--- src/rtl/zb_chip_spreader_if.sv ---
// ============================================================================
//  Module   : zb_chip_spreader_if
//  Purpose  : FIFO-side and modulator-side signals of the 802.15.4 spreader.
//             Optional I/Q ports appear when ZB_OQPSK_IQ_EN is defined.
//  Revision : 1.0  initial release
// ============================================================================
`default_nettype none

interface zb_chip_spreader_if;
    logic       inEnable;
    logic       inChipTick;
    logic       inFifoEmpty;
    logic [3:0] inSymbol;
    logic       outReadEnable;
    logic       outChip;
    logic       outChipValid;
    logic [4:0] outChipIndex;
    logic       outSymbolDone;
    logic       outBusy;
`ifdef ZB_OQPSK_IQ_EN
    logic       outChipI;
    logic       outChipQ;
`endif

    modport master (
        output inEnable, inChipTick, inFifoEmpty, inSymbol,
        input  outReadEnable, outChip, outChipValid, outChipIndex,
               outSymbolDone, outBusy
`ifdef ZB_OQPSK_IQ_EN
        , input outChipI, outChipQ
`endif
    );

    modport slave (
        input  inEnable, inChipTick, inFifoEmpty, inSymbol,
        output outReadEnable, outChip, outChipValid, outChipIndex,
               outSymbolDone, outBusy
`ifdef ZB_OQPSK_IQ_EN
        , output outChipI, outChipQ
`endif
    );
endinterface

`default_nettype wire

--- src/rtl/zb_chip_spreader.sv ---
// ============================================================================
//  Module   : zb_chip_spreader
//  Purpose  : 802.15.4 2.4 GHz DSSS spreader: pops 4-bit symbols, emits 32
//             PN chips per symbol with next-symbol prefetch for gapless frames.
//             Define ZB_OQPSK_IQ_EN to add the offset I/Q chip outputs.
//  Revision : 1.0  initial release
// ============================================================================
`default_nettype none

module zb_chip_spreader #(
    parameter int CHIP_COUNT    = 32,
    parameter int PREFETCH_CHIP = 16,
    parameter int FIFO_RD_LAT   = 1
) (
    input  wire logic          inClock,
    input  wire logic          inReset,
    zb_chip_spreader_if.slave  bus
);

    localparam logic [4:0] c_LAST_IDX     = 5'(CHIP_COUNT - 1);
    localparam logic [4:0] c_PREFETCH_IDX = 5'(PREFETCH_CHIP);
    localparam logic [1:0] c_RD_LAT       = 2'(FIFO_RD_LAT);

    typedef enum logic [1:0] {
        ST_IDLE   = 2'd0,
        ST_WAIT   = 2'd1,
        ST_SPREAD = 2'd2
    } state_t;

    // Chip words hold c0 in bit 31 so chip idx is word[31-idx].
    function automatic logic [31:0] f_chip_word(input logic [3:0] sym);
        case (sym)
            4'h0:    return 32'hD9C3_522E;
            4'h1:    return 32'hED9C_3522;
            4'h2:    return 32'h2ED9_C352;
            4'h3:    return 32'h22ED_9C35;
            4'h4:    return 32'h522E_D9C3;
            4'h5:    return 32'h3522_ED9C;
            4'h6:    return 32'hC352_2ED9;
            4'h7:    return 32'h9C35_22ED;
            4'h8:    return 32'h8C96_077B;
            4'h9:    return 32'hB8C9_6077;
            4'hA:    return 32'h7B8C_9607;
            4'hB:    return 32'h77B8_C960;
            4'hC:    return 32'h077B_8C96;
            4'hD:    return 32'h6077_B8C9;
            4'hE:    return 32'h9607_7B8C;
            default: return 32'hC960_77B8;
        endcase
    endfunction

    state_t      r_state;
    logic [31:0] r_word;
    logic [31:0] r_pend_word;
    logic        r_pend;
    logic [4:0]  r_idx;
    logic        r_rd_fl;
    logic [1:0]  r_rd_cnt;
    logic        r_rd_en;
    logic        r_chip;
    logic        r_valid;
    logic [4:0]  r_index;
    logic        r_done;
    logic        r_busy;
`ifdef ZB_OQPSK_IQ_EN
    logic        r_chip_i;
    logic        r_chip_q;
`endif

    logic w_can_read;
    logic w_rd_data;

    assign w_can_read = bus.inEnable & ~bus.inFifoEmpty;
    assign w_rd_data  = r_rd_fl & (r_rd_cnt == c_RD_LAT);

    always_ff @(posedge inClock) begin
        if (inReset) begin
            r_state     <= ST_IDLE;
            r_word      <= '0;
            r_pend_word <= '0;
            r_pend      <= 1'b0;
            r_idx       <= '0;
            r_rd_fl     <= 1'b0;
            r_rd_cnt    <= '0;
            r_rd_en     <= 1'b0;
            r_chip      <= 1'b0;
            r_valid     <= 1'b0;
            r_index     <= '0;
            r_done      <= 1'b0;
            r_busy      <= 1'b0;
`ifdef ZB_OQPSK_IQ_EN
            r_chip_i    <= 1'b0;
            r_chip_q    <= 1'b0;
`endif
        end else begin
            r_rd_en <= 1'b0;
            r_valid <= 1'b0;
            r_done  <= 1'b0;

            // One read in flight at most; the counter marks when inSymbol is valid.
            if (r_rd_fl) begin
                if (w_rd_data)
                    r_rd_fl <= 1'b0;
                else
                    r_rd_cnt <= r_rd_cnt + 2'd1;
            end

`ifdef ZB_OQPSK_IQ_EN
            if (bus.inChipTick && r_state != ST_SPREAD) begin
                r_chip_i <= 1'b0;
                r_chip_q <= 1'b0;
            end
`endif

            case (r_state)
                ST_IDLE: begin
                    if (w_can_read) begin
                        r_rd_en  <= 1'b1;
                        r_rd_fl  <= 1'b1;
                        r_rd_cnt <= '0;
                        r_busy   <= 1'b1;
                        r_state  <= ST_WAIT;
                    end
                end
                ST_WAIT: begin
                    if (w_rd_data) begin
                        r_word  <= f_chip_word(bus.inSymbol);
                        r_idx   <= '0;
                        r_state <= ST_SPREAD;
                    end
                end
                ST_SPREAD: begin
                    if (w_rd_data) begin
                        r_pend_word <= f_chip_word(bus.inSymbol);
                        r_pend      <= 1'b1;
                    end
                    if (bus.inChipTick) begin
                        r_chip  <= r_word[~r_idx];
                        r_index <= r_idx;
                        r_valid <= 1'b1;
                        r_idx   <= r_idx + 5'd1;
`ifdef ZB_OQPSK_IQ_EN
                        if (r_idx[0])
                            r_chip_q <= r_word[~r_idx];
                        else
                            r_chip_i <= r_word[~r_idx];
`endif
                        if (r_idx == c_PREFETCH_IDX && w_can_read && !r_pend && !r_rd_fl) begin
                            r_rd_en  <= 1'b1;
                            r_rd_fl  <= 1'b1;
                            r_rd_cnt <= '0;
                        end
                        if (r_idx == c_LAST_IDX) begin
                            r_done <= 1'b1;
                            r_idx  <= '0;
                            // Data arriving on the final tick bypasses the pending register.
                            if (r_pend) begin
                                r_word <= r_pend_word;
                                r_pend <= 1'b0;
                            end else if (w_rd_data) begin
                                r_word <= f_chip_word(bus.inSymbol);
                                r_pend <= 1'b0;
                            end else if (r_rd_fl) begin
                                r_state <= ST_WAIT;
                            end else begin
                                r_state <= ST_IDLE;
                                r_busy  <= 1'b0;
                            end
                        end
                    end
                end
                default: begin
                    r_state <= ST_IDLE;
                    r_busy  <= 1'b0;
                end
            endcase
        end
    end

    assign bus.outReadEnable = r_rd_en;
    assign bus.outChip       = r_chip;
    assign bus.outChipValid  = r_valid;
    assign bus.outChipIndex  = r_index;
    assign bus.outSymbolDone = r_done;
    assign bus.outBusy       = r_busy;
`ifdef ZB_OQPSK_IQ_EN
    assign bus.outChipI      = r_chip_i;
    assign bus.outChipQ      = r_chip_q;
`endif

endmodule

`default_nettype wire
--- src/flat_wrapper.sv ---
// flat-port wrapper written by rule: the top's interface ports become plain ports
module zb_chip_spreader_flat 
#(
    parameter int CHIP_COUNT    = 32,
    parameter int PREFETCH_CHIP = 16,
    parameter int FIFO_RD_LAT   = 1
)
  (inClock, inReset, bus_inEnable, bus_inChipTick, bus_inFifoEmpty, bus_inSymbol, bus_outReadEnable, bus_outChip, bus_outChipValid, bus_outChipIndex, bus_outSymbolDone, bus_outBusy);
  zb_chip_spreader_if bus_i ();
  input  wire logic inClock;
  input  wire logic inReset;
  input wire logic [$bits(bus_i.inEnable)-1:0] bus_inEnable;
  input wire logic [$bits(bus_i.inChipTick)-1:0] bus_inChipTick;
  input wire logic [$bits(bus_i.inFifoEmpty)-1:0] bus_inFifoEmpty;
  input wire logic [$bits(bus_i.inSymbol)-1:0] bus_inSymbol;
  output wire logic [$bits(bus_i.outReadEnable)-1:0] bus_outReadEnable;
  output wire logic [$bits(bus_i.outChip)-1:0] bus_outChip;
  output wire logic [$bits(bus_i.outChipValid)-1:0] bus_outChipValid;
  output wire logic [$bits(bus_i.outChipIndex)-1:0] bus_outChipIndex;
  output wire logic [$bits(bus_i.outSymbolDone)-1:0] bus_outSymbolDone;
  output wire logic [$bits(bus_i.outBusy)-1:0] bus_outBusy;
  assign bus_i.inEnable = bus_inEnable;
  assign bus_i.inChipTick = bus_inChipTick;
  assign bus_i.inFifoEmpty = bus_inFifoEmpty;
  assign bus_i.inSymbol = bus_inSymbol;
  assign bus_outReadEnable = bus_i.outReadEnable;
  assign bus_outChip = bus_i.outChip;
  assign bus_outChipValid = bus_i.outChipValid;
  assign bus_outChipIndex = bus_i.outChipIndex;
  assign bus_outSymbolDone = bus_i.outSymbolDone;
  assign bus_outBusy = bus_i.outBusy;
  zb_chip_spreader #(.CHIP_COUNT(CHIP_COUNT), .PREFETCH_CHIP(PREFETCH_CHIP), .FIFO_RD_LAT(FIFO_RD_LAT)) u_core (.inClock(inClock), .inReset(inReset), .bus(bus_i));
endmodule
--- config.mk ---
export PLATFORM = sky130hd
export DESIGN_NAME = zb_chip_spreader_flat
export DESIGN_NICKNAME = d
export VERILOG_FILES = /design/src/rtl/zb_chip_spreader_if.sv /design/src/rtl/zb_chip_spreader.sv /design/src/flat_wrapper.sv
export SDC_FILE = /design/constraint.sdc
export NUM_CORES = 1
export LEC_CHECK = 0
export CAP_MARGIN = 20
export CORE_MARGIN = 8
export CORE_UTILIZATION = 30
export DETAILED_ROUTE_END_ITERATION = 8
export HOLD_SLACK_MARGIN = 0.03
export PLACE_DENSITY = 0.49
export SLEW_MARGIN = 5
export SYNTH_ARGS = -nofsm -noshare
export SYNTH_HDL_FRONTEND = slang
export SYNTH_SLANG_ARGS = --single-unit
--- constraint.sdc ---
create_clock -name inClock -period 3.1 [get_ports inClock]
set_clock_uncertainty 0.2 [all_clocks]
set_input_delay 0.62 -clock inClock [delete_from_list [all_inputs] [get_ports inClock]]
set_output_delay 0.62 -clock inClock [all_outputs]
set_load 0.02 [all_outputs]
Word level (Yosys, flattened, before mapping):

Memories as Yosys holds them, arrays and structs flattened. A register that Yosys moved wholly into a read port is not among the register bits.
Index checks and enable logic that the tools add are counted.

* register bits after elaboration: 53
* memory bits (read-only): 1536
* input port bits: 9
* output and inout bits: 10
* logic and storage cells: 103
* memories kept: 3

Memories
* (name not given): depth 16, width 32, read ports 1, clocked after memory_dff 0, wr ports 0, line zb_chip_spreader.sv:32 `case (sym)`
* (name not given): depth 16, width 32, read ports 1, clocked after memory_dff 1, wr ports 0, line zb_chip_spreader.sv:32
* (name not given): depth 16, width 32, read ports 1, clocked after memory_dff 0, wr ports 0, line zb_chip_spreader.sv:32

* add/subtract/negate cells: 2
* order comparisons: 1
* equality and inequality tests: 13
* multiplexer cells: 50
* bitwise operators: 7
* reductions and logical operators: 15

Operator list (number)
* 2-to-1 mux 32 bit: 5
* one-hot mux 32 bit (2 select lines): 1
* 2-to-1 mux 1 bit: 23
* 2-to-1 mux 2 bit: 11
* 2-to-1 mux 5 bit: 3
* equality test 5 bit, second input constant: 2
* one-hot mux 5 bit (2 select lines): 1
* != test 2 bit, second input constant: 4
* AND reduction 7 bit: 1
* < comparator 5 x 6 -> 1 bit, second input constant: 1
* != test 2 x 1 -> 1 bit, second input constant: 3
* one-hot mux 2 bit (3 select lines): 1
* AND reduction 6 bit: 1
* adder 5 x 1 -> 5 bit, second input constant: 1
* binary-select mux 1 bit (select 5 bit): 1
* NOT 5 bit: 1
* AND reduction 5 bit: 1
* equality test 2 x 1 -> 1 bit, second input constant: 2
* NOT 1 bit: 4
* one-hot mux 1 bit (2 select lines): 2
* one-hot mux 2 bit (2 select lines): 1
* AND reduction 2 bit: 2
* logical AND 1 bit: 3
* != test 3 x 1 -> 1 bit, second input constant: 1
* 10 further kinds: 12

Depth between registers and ports, before layout:

Gate-level depths: netlist of run 1.

* depth in word-level cells: 8
* gate-level depth with buffers: 10
* mapped depth without buffers: 8

Worst setup path after synthesis of run 1:

OpenSTA, ideal clock, no wires.

* path kind: in2reg
* start point: input port bus_inSymbol[1]
* end point: register u_core.r_word[26]
* setup time: 86 ps
* arrival: 2052 ps
* data required time: 2814 ps
* setup slack: 762 ps
* stages on the path: 8
* path buffers: 1
* cell sequence: clkbuf_1 > inv_1 > ha_1 > xor2_1 > nor2_1 > a21oi_1 > nand2_1 > a211oi_1

* word-level cells in the longest chain between the ends: 6
* elaborated cells between the ends (all ways): 8
* those cells by class: 6 x mux; 2 x memory

Ends and longest elaborated chain
* from (decl): line flat_wrapper.sv:15 `input wire logic [$bits(bus_i.inSymbol)-1:0] bus_inSymbol;`
* memory (16 x 32 bit)
* 2-to-1 mux 32 bit: line zb_chip_spreader.sv:160 `end else if (w_rd_data) begin`
* 2-to-1 mux 32 bit: line zb_chip_spreader.sv:157 `if (r_pend) begin`
* 2-to-1 mux 32 bit: line zb_chip_spreader.sv:153 `if (r_idx == c_LAST_IDX) begin`
* 2-to-1 mux 32 bit: line zb_chip_spreader.sv:137 `if (bus.inChipTick) begin`
* one-hot mux 32 bit (2 select lines) *: line zb_chip_spreader.sv:115 `case (r_state)`
* to (signal assigned): line zb_chip_spreader.sv:127 `r_word <= f_chip_word(bus.inSymbol);`
* to (signal assigned): line zb_chip_spreader.sv:158 `r_word <= r_pend_word;`
* to (signal assigned): line zb_chip_spreader.sv:161 `r_word <= f_chip_word(bus.inSymbol);`
* to (decl): line zb_chip_spreader.sv:53 `logic [31:0] r_word;`

Every way passes the cells marked *; elsewhere a longest branch is shown, timed or not. The select of a mux whose other input is x is not followed.
A chain may end at the register's enable or synchronous reset.

Worst setup path in the final report of run 1:

* start point: register u_core.r_state[0]
* end point: register u_core.r_rd_cnt[1]

* word-level cells in the longest chain between the ends: 2
* elaborated cells between the ends (all ways): 3
* those cells by class: 1 x eq/ne; 1 x mux; 1 x reduce/logical

Ends and longest elaborated chain
* from (decl): line zb_chip_spreader.sv:52 `state_t r_state;`
* from (signal assigned): line zb_chip_spreader.sv:78 `r_state <= ST_IDLE;`
* from (signal assigned): line zb_chip_spreader.sv:122 `r_state <= ST_WAIT;`
* from (signal assigned): line zb_chip_spreader.sv:129 `r_state <= ST_SPREAD;`
* equality test 2 bit / logical NOT 2 bit (equally long branches): line zb_chip_spreader.sv:115
* one-hot mux 2 bit (2 select lines) *: line zb_chip_spreader.sv:115
* to (signal assigned): line zb_chip_spreader.sv:105 `r_rd_cnt <= r_rd_cnt + 2'd1;`
* to (decl): line zb_chip_spreader.sv:58 `logic [1:0] r_rd_cnt;`

Every way passes the cells marked *; elsewhere a longest branch is shown, timed or not.

==> results of run 1 <==
[area by class of cell]
type | instances | share of cell area
Timing Repair Buffer | 35 | 0.0691
Clock inverter | 6 | 0.0175
Tap cell | 180 | 0.0457
Inverter | 13 | 0.00990
Multi-Input combinational cell | 376 | 0.464
Sequential cell | 85 | 0.345
Clock buffer | 10 | 0.0485
[path summary, 6_finish.rpt]
path / cells after the start / slack (ns) / end
worst max-delay path: 7 / 0.60 / u_core.r_rd_cnt[1]
worst min-delay path: 2 / 0.25 / u_core.r_word[2]
worst max register to register: 7 / 0.60 / u_core.r_rd_cnt[1]
worst min register to register: 2 / 0.25 / u_core.r_word[2]
[worst register-to-register path: stages, from the launching register on]
cell and delay, ns:
dfxtp_1 0.34, inv_1 0.09, ha_1 0.48, and2_1 0.40, nand2_1 0.18, or4_4 0.53, nand2_1 0.11, a211oi_1 0.05
[cells in the final DEF (no fill, tap or decap), types with 3 or more instances in the layout]
master           Yosys  final
a211o_1              3      3
a211oi_1            23     23
a21oi_1             57     57
a311oi_1             9      9
buf_12               0      3
buf_4                4     14
clkbuf_16            0      9
clkdlybuf4s50_1      0     17
dfxtp_1             85     85
ha_1                15     15
inv_1               13     13
mux2i_1             13     13
mux4_2               7      7
nand2_1             91     91
nand2b_1             4      4
nand3_1              7      7
nand3b_1             3      3
nor2_1              59     59
nor2b_1              8      8
nor3_1              11     11
o211ai_1            14     14
o21ai_0             11     11
o221ai_1             3      3
xnor2_1             11     11
xor2_1               3      3
[per-layer routing]
layer  vias to the layer above  wire [um]  GRT usage
met1                      1664       5260      0.160
met2                        70       4800      0.193
met4                         0         55     0.0412
met3                         4        577     0.0305
li1                       1803          -          -
met5                         -          0          0
[flip-flops by register name, summed over array words and instances, names as in the netlist]
register                  flops
u_core.r_rd_cnt               2
u_core.r_rd_fl                1
u_core.bus.outReadEnable      1
u_core.r_pend_word           32
u_core.r_state                2
u_core.bus.outChipValid       1
u_core.r_pend                 1
u_core.bus.outChip            1
u_core.bus.outBusy            1
u_core.r_word                32
u_core.bus.outSymbolDone      1
u_core.bus.outChipIndex       5
u_core.r_idx                  5
[kinds of logic (layout without fill, tap and decap cells)]
logic type | Yosys count | after routing | synth area share
multiplexers | 20 | 20 | 0.0680
buffers and inverters | 54 | 64 | 0.0574
flip-flops | 85 | 85 | 0.402
adder cells (fa/ha/maj) | 15 | 15 | 0.0444
XOR/XNOR | 14 | 14 | 0.0290
AND/OR/NAND/NOR | 195 | 195 | 0.198
AO/OA/AOI/OAI | 132 | 132 | 0.201
[through the flow]
| step | worst slack, ns | total power, uW | std cells |
|---|---|---|---|
| 2_1_floorplan | 0.762 | 2030 | 515 |
| 3_3_place_gp | 0.354 | 2290 | 689 |
| 3_5_place_dp | 0.290 | 2300 | 689 |
| 4_1_cts | 0.594 | 3500 | 705 |
| 5_1_grt | 0.427 | 3660 | 705 |
| 6_report | 0.599 | 3440 | 705 |
[report_power, final]
group          total [uW]  leakage (uW)  switching (uW)  internal, uW
sequential           1360      0.000689             101          1260
clock                1170      0.000158             443           726
combinational         908      0.000927             539           369
total                3440       0.00177            1080          2360
[synth_stat cells, types with 2 or more instances]
cell type / n / area (sq um)
a211o_1: 3 / 26.3
a211oi_1: 23 / 173
a21bo_2: 2 / 20.0
a21boi_0: 2 / 15.0
a21oi_1: 57 / 285
a311oi_1: 9 / 78.8
a32oi_1: 2 / 17.5
and2_1: 2 / 12.5
and3_1: 2 / 12.5
buf_1: 3 / 11.3
buf_2: 14 / 70.1
buf_4: 4 / 30.0
clkbuf_1: 19 / 71.3
dfxtp_1: 85 / 1700
ha_1: 15 / 188
inv_1: 13 / 48.8
mux2i_1: 13 / 130
mux4_2: 7 / 158
nand2_1: 91 / 342
nand2b_1: 4 / 25.0
nand3_1: 7 / 35.0
nand3b_1: 3 / 22.5
nor2_1: 59 / 221
nor2b_1: 8 / 50.1
nor3_1: 11 / 55.1
o211ai_1: 14 / 105
o21ai_0: 11 / 55.1
o21ai_1: 2 / 10.0
o221ai_1: 3 / 26.3
xnor2_1: 11 / 96.3
xor2_1: 3 / 26.3
==> results.py, run 1 <==
metrics = {
    "clock_tree": {
        "clk_pin_slew_ns": 0.06,
        "clock_sinks": 85,
        "post_cts_resized": 0,
        "htreeDepth": 3,
        "cts_hold_repair.buffers": 0,
        "cts-root-buf": "clkbuf_16",
        "cts_buffer_depth": 2,
        "cts_setup_buffers": 0,
        "cts_tree": "done",
        "clock_latency_ns": 0.34,
        "numCtsBuffers": 9,
    },
    "finish": {
        "multi_input_area_sq_mm": 0.00229,
        "layout.nets": 544,
        "fin_area_sq_mm": 0.00493,
        "utilization": 0.356,
        "drive_gt1_frac": 0.0876,
        "seq_area_sq_mm": 0.00170,
        "antenna_cells": 0,
        "synthToLayoutAreaGrowth_pct": 16.5,
        "fillers": 1432,
    },
    "timing": {
        "fmax_mhz": 400,
        "hold_viol_final": 0,
        "finalSetupTns_ns": 0,
        "min_period_ns": 2.50,
        "worst_hold_slack_ns": 0.247,
        "relSlewSlack": 0.637,
        "finalSetupViolations": 0,
        "tightest_slew_ns": 0.542,
        "fin_crit_sh": 0.807,
        "slew_viol_final": 0,
        "rsz0062_at_grt": "false",
    },
    "critical_path": {
        "rr_startpoint": "u_core.r_state[0]",
        "slowest_stage": "or4_4",
        "crit_arrival_ns": 2.52,
        "cp_common_cell": "nand2_1",
        "critPathRequiredTime_ns": 3.12,
        "startpoint": "u_core.r_state[0]",
        "critPathMaxFanout": 14,
        "crit_path_end_kind": "flip-flop",
        "crit_family": "simple AND/OR/NAND/NOR gates",
        "start_kind": "flip-flop",
        "path_cells": "inv_1, ha_1, and2_1, nand2_1, or4_4, nand2_1, a211oi_1",
        "slowest_delay_ns": 0.53,
        "critPathBufInv": 1,
        "crit_type": "reg -> reg",
    },
    "grt": {
        "grt_overflow": 0,
        "grt_max_degree": 74,
        "grt_pass1_vias": 3369,
        "antenna_found_initial": 0,
        "grt_pass1_wl_mm": 17.8,
        "grt_util_all_layers": 0.123,
    },
    "synth": {
        "syn_area_per_cell_sq_um": 8.21,
        "async_flop_share": 0,
        "synth_area_sq_mm": 0.00423,
        "ys_warn_count": 0,
        "synth_seq_area_share": 0.402,
        "synth_cell_type_count": 44,
        "syn_inst": 515,
        "ys_ff_latch": 85,
        "ys.flop_type": "dfxtp_1",
        "synth-edff-count": 0,
        "syn-num-nets": 539,
    },
    "worst_hold_path": {
        "hold_start": "u_core.r_word[2]",
        "hp-class": "reg -> reg",
    },
    "place": {
        "port_buffers": 18,
        "dp_hpwl_mm": 7.04,
        "place_congestion": 0.761,
        "place_area_sq_mm": 0.00460,
    },
    "floorplanning": {
        "die_w_um": 135,
        "fp-row-count": 43,
        "ios": 19,
        "core-area_sq_mm": 0.0138,
        "die_h_um": 135,
        "start_util": 0.306,
        "dieArea_sq_mm": 0.0182,
    },
    "pwr": {
        "peakVddDrop_mv": 0.262,
        "pwr_density_cell_mw_per_mm2": 698,
        "p_leak_uw": 0.00177,
    },
    "detailed_routing": {
        "route.detailed.drc": 0,
        "drt_iter0_markers": 215,
        "wl_mm": 10.7,
        "wire_per_inst_um": 15.2,
        "vias": 3541,
        "vias_per_cell": 5.02,
        "dr.pass1.iters": 5,
        "antenna_left": 0,
    },
    "job": {
        "maxCapViolCount": 0,
    },
    "status": {
        "outcome": "complete, no violations",
    },
}
Power figures use the tool's default switching activity.
==> inputs of run 2 (changes only) <==
==> constraint.sdc (replaced) <==
create_clock -name inClock -period 2.6 [get_ports inClock]
set_clock_uncertainty 0.2 [all_clocks]
set_input_delay 0.52 -clock inClock [delete_from_list [all_inputs] [get_ports inClock]]
set_output_delay 0.52 -clock inClock [all_outputs]
set_load 0.02 [all_outputs]
==> run 2 against run 1 <==
Compared with the run above: critical endpoint is now u_core.r_word[12]; sequential power increased by 19%; cell count rose by 0.99%; largest cell class unchanged; via count rose by 0.71%; highest routed layer unchanged; core utilization is 0.53 points higher; critical path depth grew 2; power grew 18%; largest power group unchanged; die area unchanged.
==> results.py, run 2 (synthesis results as in run 1) <==
metrics = {
    "job": {
        "maxCapViolCount": 0,
    },
    "place": {
        "place_congestion": 0.774,
        "port_buffers": 18,
        "place_area_sq_mm": 0.00469,
        "dp_hpwl_mm": 6.92,
        "pre_cts_slack_ns": 0.0366,
    },
    "critical_path": {
        "crit_arrival_ns": 2.35,
        "slowest_stage": "dfxtp_1",
        "critPathMaxFanout": 38,
        "critPathRequiredTime_ns": 2.67,
        "critPathBufInv": 1,
        "crit_path_end_kind": "flip-flop",
        "path_cells": "ha_1, and3_2, ha_1, nand2_1, o21ai_1, and3_1, buf_12, o211ai_1, a21oi_1",
        "crit_family": "simple AND/OR/NAND/NOR gates",
        "cp_common_cell": "ha_1",
        "crit_type": "reg -> reg",
        "slowest_delay_ns": 0.33,
        "start_kind": "flip-flop",
    },
    "worst_hold_path": {
        "hp-class": "reg -> reg",
    },
    "grt": {
        "grt_util_all_layers": 0.124,
        "grt_max_degree": 55,
        "grt_pass1_wl_mm": 18.0,
        "grt_pass1_vias": 3489,
        "antenna_found_initial": 0,
        "grt_overflow": 0,
    },
    "finish": {
        "largest_registers": "u_core.r_pend_word: 32 flops, u_core.r_word: 32 flops",
        "synthToLayoutAreaGrowth_pct": 18.2,
        "fin_area_sq_mm": 0.00500,
        "final_cell_mix": "91 x nand2_1, 85 x dfxtp_1, 59 x nor2_1, 57 x a21oi_1, 23 x a211oi_1",
        "seq_area_sq_mm": 0.00170,
        "utilization": 0.362,
        "fillers": 1441,
        "drive_gt1_frac": 0.0996,
        "layout.nets": 551,
        "antenna_cells": 0,
        "multi_input_area_sq_mm": 0.00229,
        "mostFrequentLayoutCell": "nand2_1",
    },
    "timing": {
        "finalSetupTns_ns": 0,
        "slew_viol_final": 0,
        "fin_crit_sh": 0.875,
        "finalSetupViolations": 0,
        "rsz0062_at_grt": "false",
        "min_period_ns": 2.27,
        "relSlewSlack": 0.681,
        "hold_viol_final": 0,
        "fmax_mhz": 440,
        "setup_ws_ns": 0.325,
        "tightest_slew_ns": 0.477,
    },
    "pwr": {
        "peakVddDrop_mv": 0.343,
        "pwr-share-comb": 0.277,
        "internal-power_uw": 2780,
        "p_leak_uw": 0.00182,
        "p_sw_frac": 0.317,
        "power_switching_uw": 1290,
        "clkPwrFrac": 0.326,
        "seqPwrFrac": 0.398,
        "pwr_density_cell_mw_per_mm2": 815,
    },
    "status": {
        "outcome": "complete, no violations",
    },
    "clock_tree": {
        "cts-root-buf": "clkbuf_16",
        "numCtsBuffers": 9,
        "cts_setup_buffers": 0,
        "post_cts_resized": 0,
        "htreeDepth": 3,
        "clock_latency_ns": 0.34,
        "cts_tree": "done",
        "clock_sinks": 85,
        "clk_pin_slew_ns": 0.07,
        "cts_hold_repair.buffers": 0,
        "cts_buffer_depth": 2,
    },
    "detailed_routing": {
        "vias_per_cell": 5.01,
        "route.detailed.drc": 0,
        "dr.pass1.iters": 5,
        "vias": 3566,
        "drt_iter0_markers": 191,
        "antenna_left": 0,
        "wire_per_inst_um": 15.0,
        "wl_mm": 10.7,
    },
    "floorplanning": {
        "die_w_um": 135,
        "die_h_um": 135,
        "start_util": 0.306,
        "core-area_sq_mm": 0.0138,
        "dieArea_sq_mm": 0.0182,
        "ios": 19,
        "fp-row-count": 43,
    },
}
==> run 2: power groups by stage <==
| stage | sequential, uW | combinational [uW] | clock (uW) |
|---|---|---|---|
| CTS | 1620 | 1140 | 1370 |
| global route | 1650 | 1280 | 1430 |
| global placement | 1650 | 1130 | 0 |
| floorplan | 1610 | 809 | 0 |
| finish | 1620 | 1130 | 1330 |
| detailed placement | 1650 | 1130 | 0 |
==> run 2: layout make-up <==
type                    count  share of cell area
inverters                  13             0.00976
multi-input cells         376               0.457
repair buffers             42              0.0861
clock buffers              11              0.0505
flip-flops and latches     85               0.340
well taps                 180              0.0450
clock inverters             5              0.0113
==> run 2: worst min-delay path: stages (launching register included) <==
cell	delay, ns
dfxtp_1	0.31
nand2_1	0.05
a21oi_1	0.05
==> run 2: final timing paths <==
kind | startpoint | slack, ns | endpoint | depth (start not counted)
worst min register to register | u_core.r_word[2] | 0.25 | u_core.r_word[2] | 2
worst max-delay path | u_core.r_idx[0] | 0.33 | u_core.r_word[12] | 9
worst min-delay path | u_core.r_word[2] | 0.25 | u_core.r_word[2] | 2
worst max register to register | u_core.r_idx[0] | 0.33 | u_core.r_word[12] | 9
==> run 2: layer usage <==
metal / global-route usage / vias up / routed length, um
li1: - / 1814 / -
met1: 0.165 / 1673 / 5200
met2: 0.192 / 69 / 4780
met3: 0.0327 / 10 / 604
met4: 0.0399 / 0 / 133
met5: 0 / - / 0
==> run 2: through the flow <==
step                      hold WS, ns  std cells  total power [uW]
final                           0.249        712              4080
after global routing            0.269        712              4350
after CTS                       0.254        712              4130
after detailed placement        0.244        696              2780
after global placement          0.240        696              2770
after floorplan                 0.229        515              2420
==> inputs of run 3 (changes only) <==
--- a/config.mk
+++ b/config.mk
@@ -5,6 +5,7 @@
 export SDC_FILE = /design/constraint.sdc
 export NUM_CORES = 1
 export LEC_CHECK = 0
+export ABC_CLOCK_PERIOD_IN_PS = 2600
 export CAP_MARGIN = 20
 export CORE_MARGIN = 8
 export CORE_UTILIZATION = 30
==> results of run 3 <==
Same layout as run 2: the final DEF is identical, and so are final timing and power.
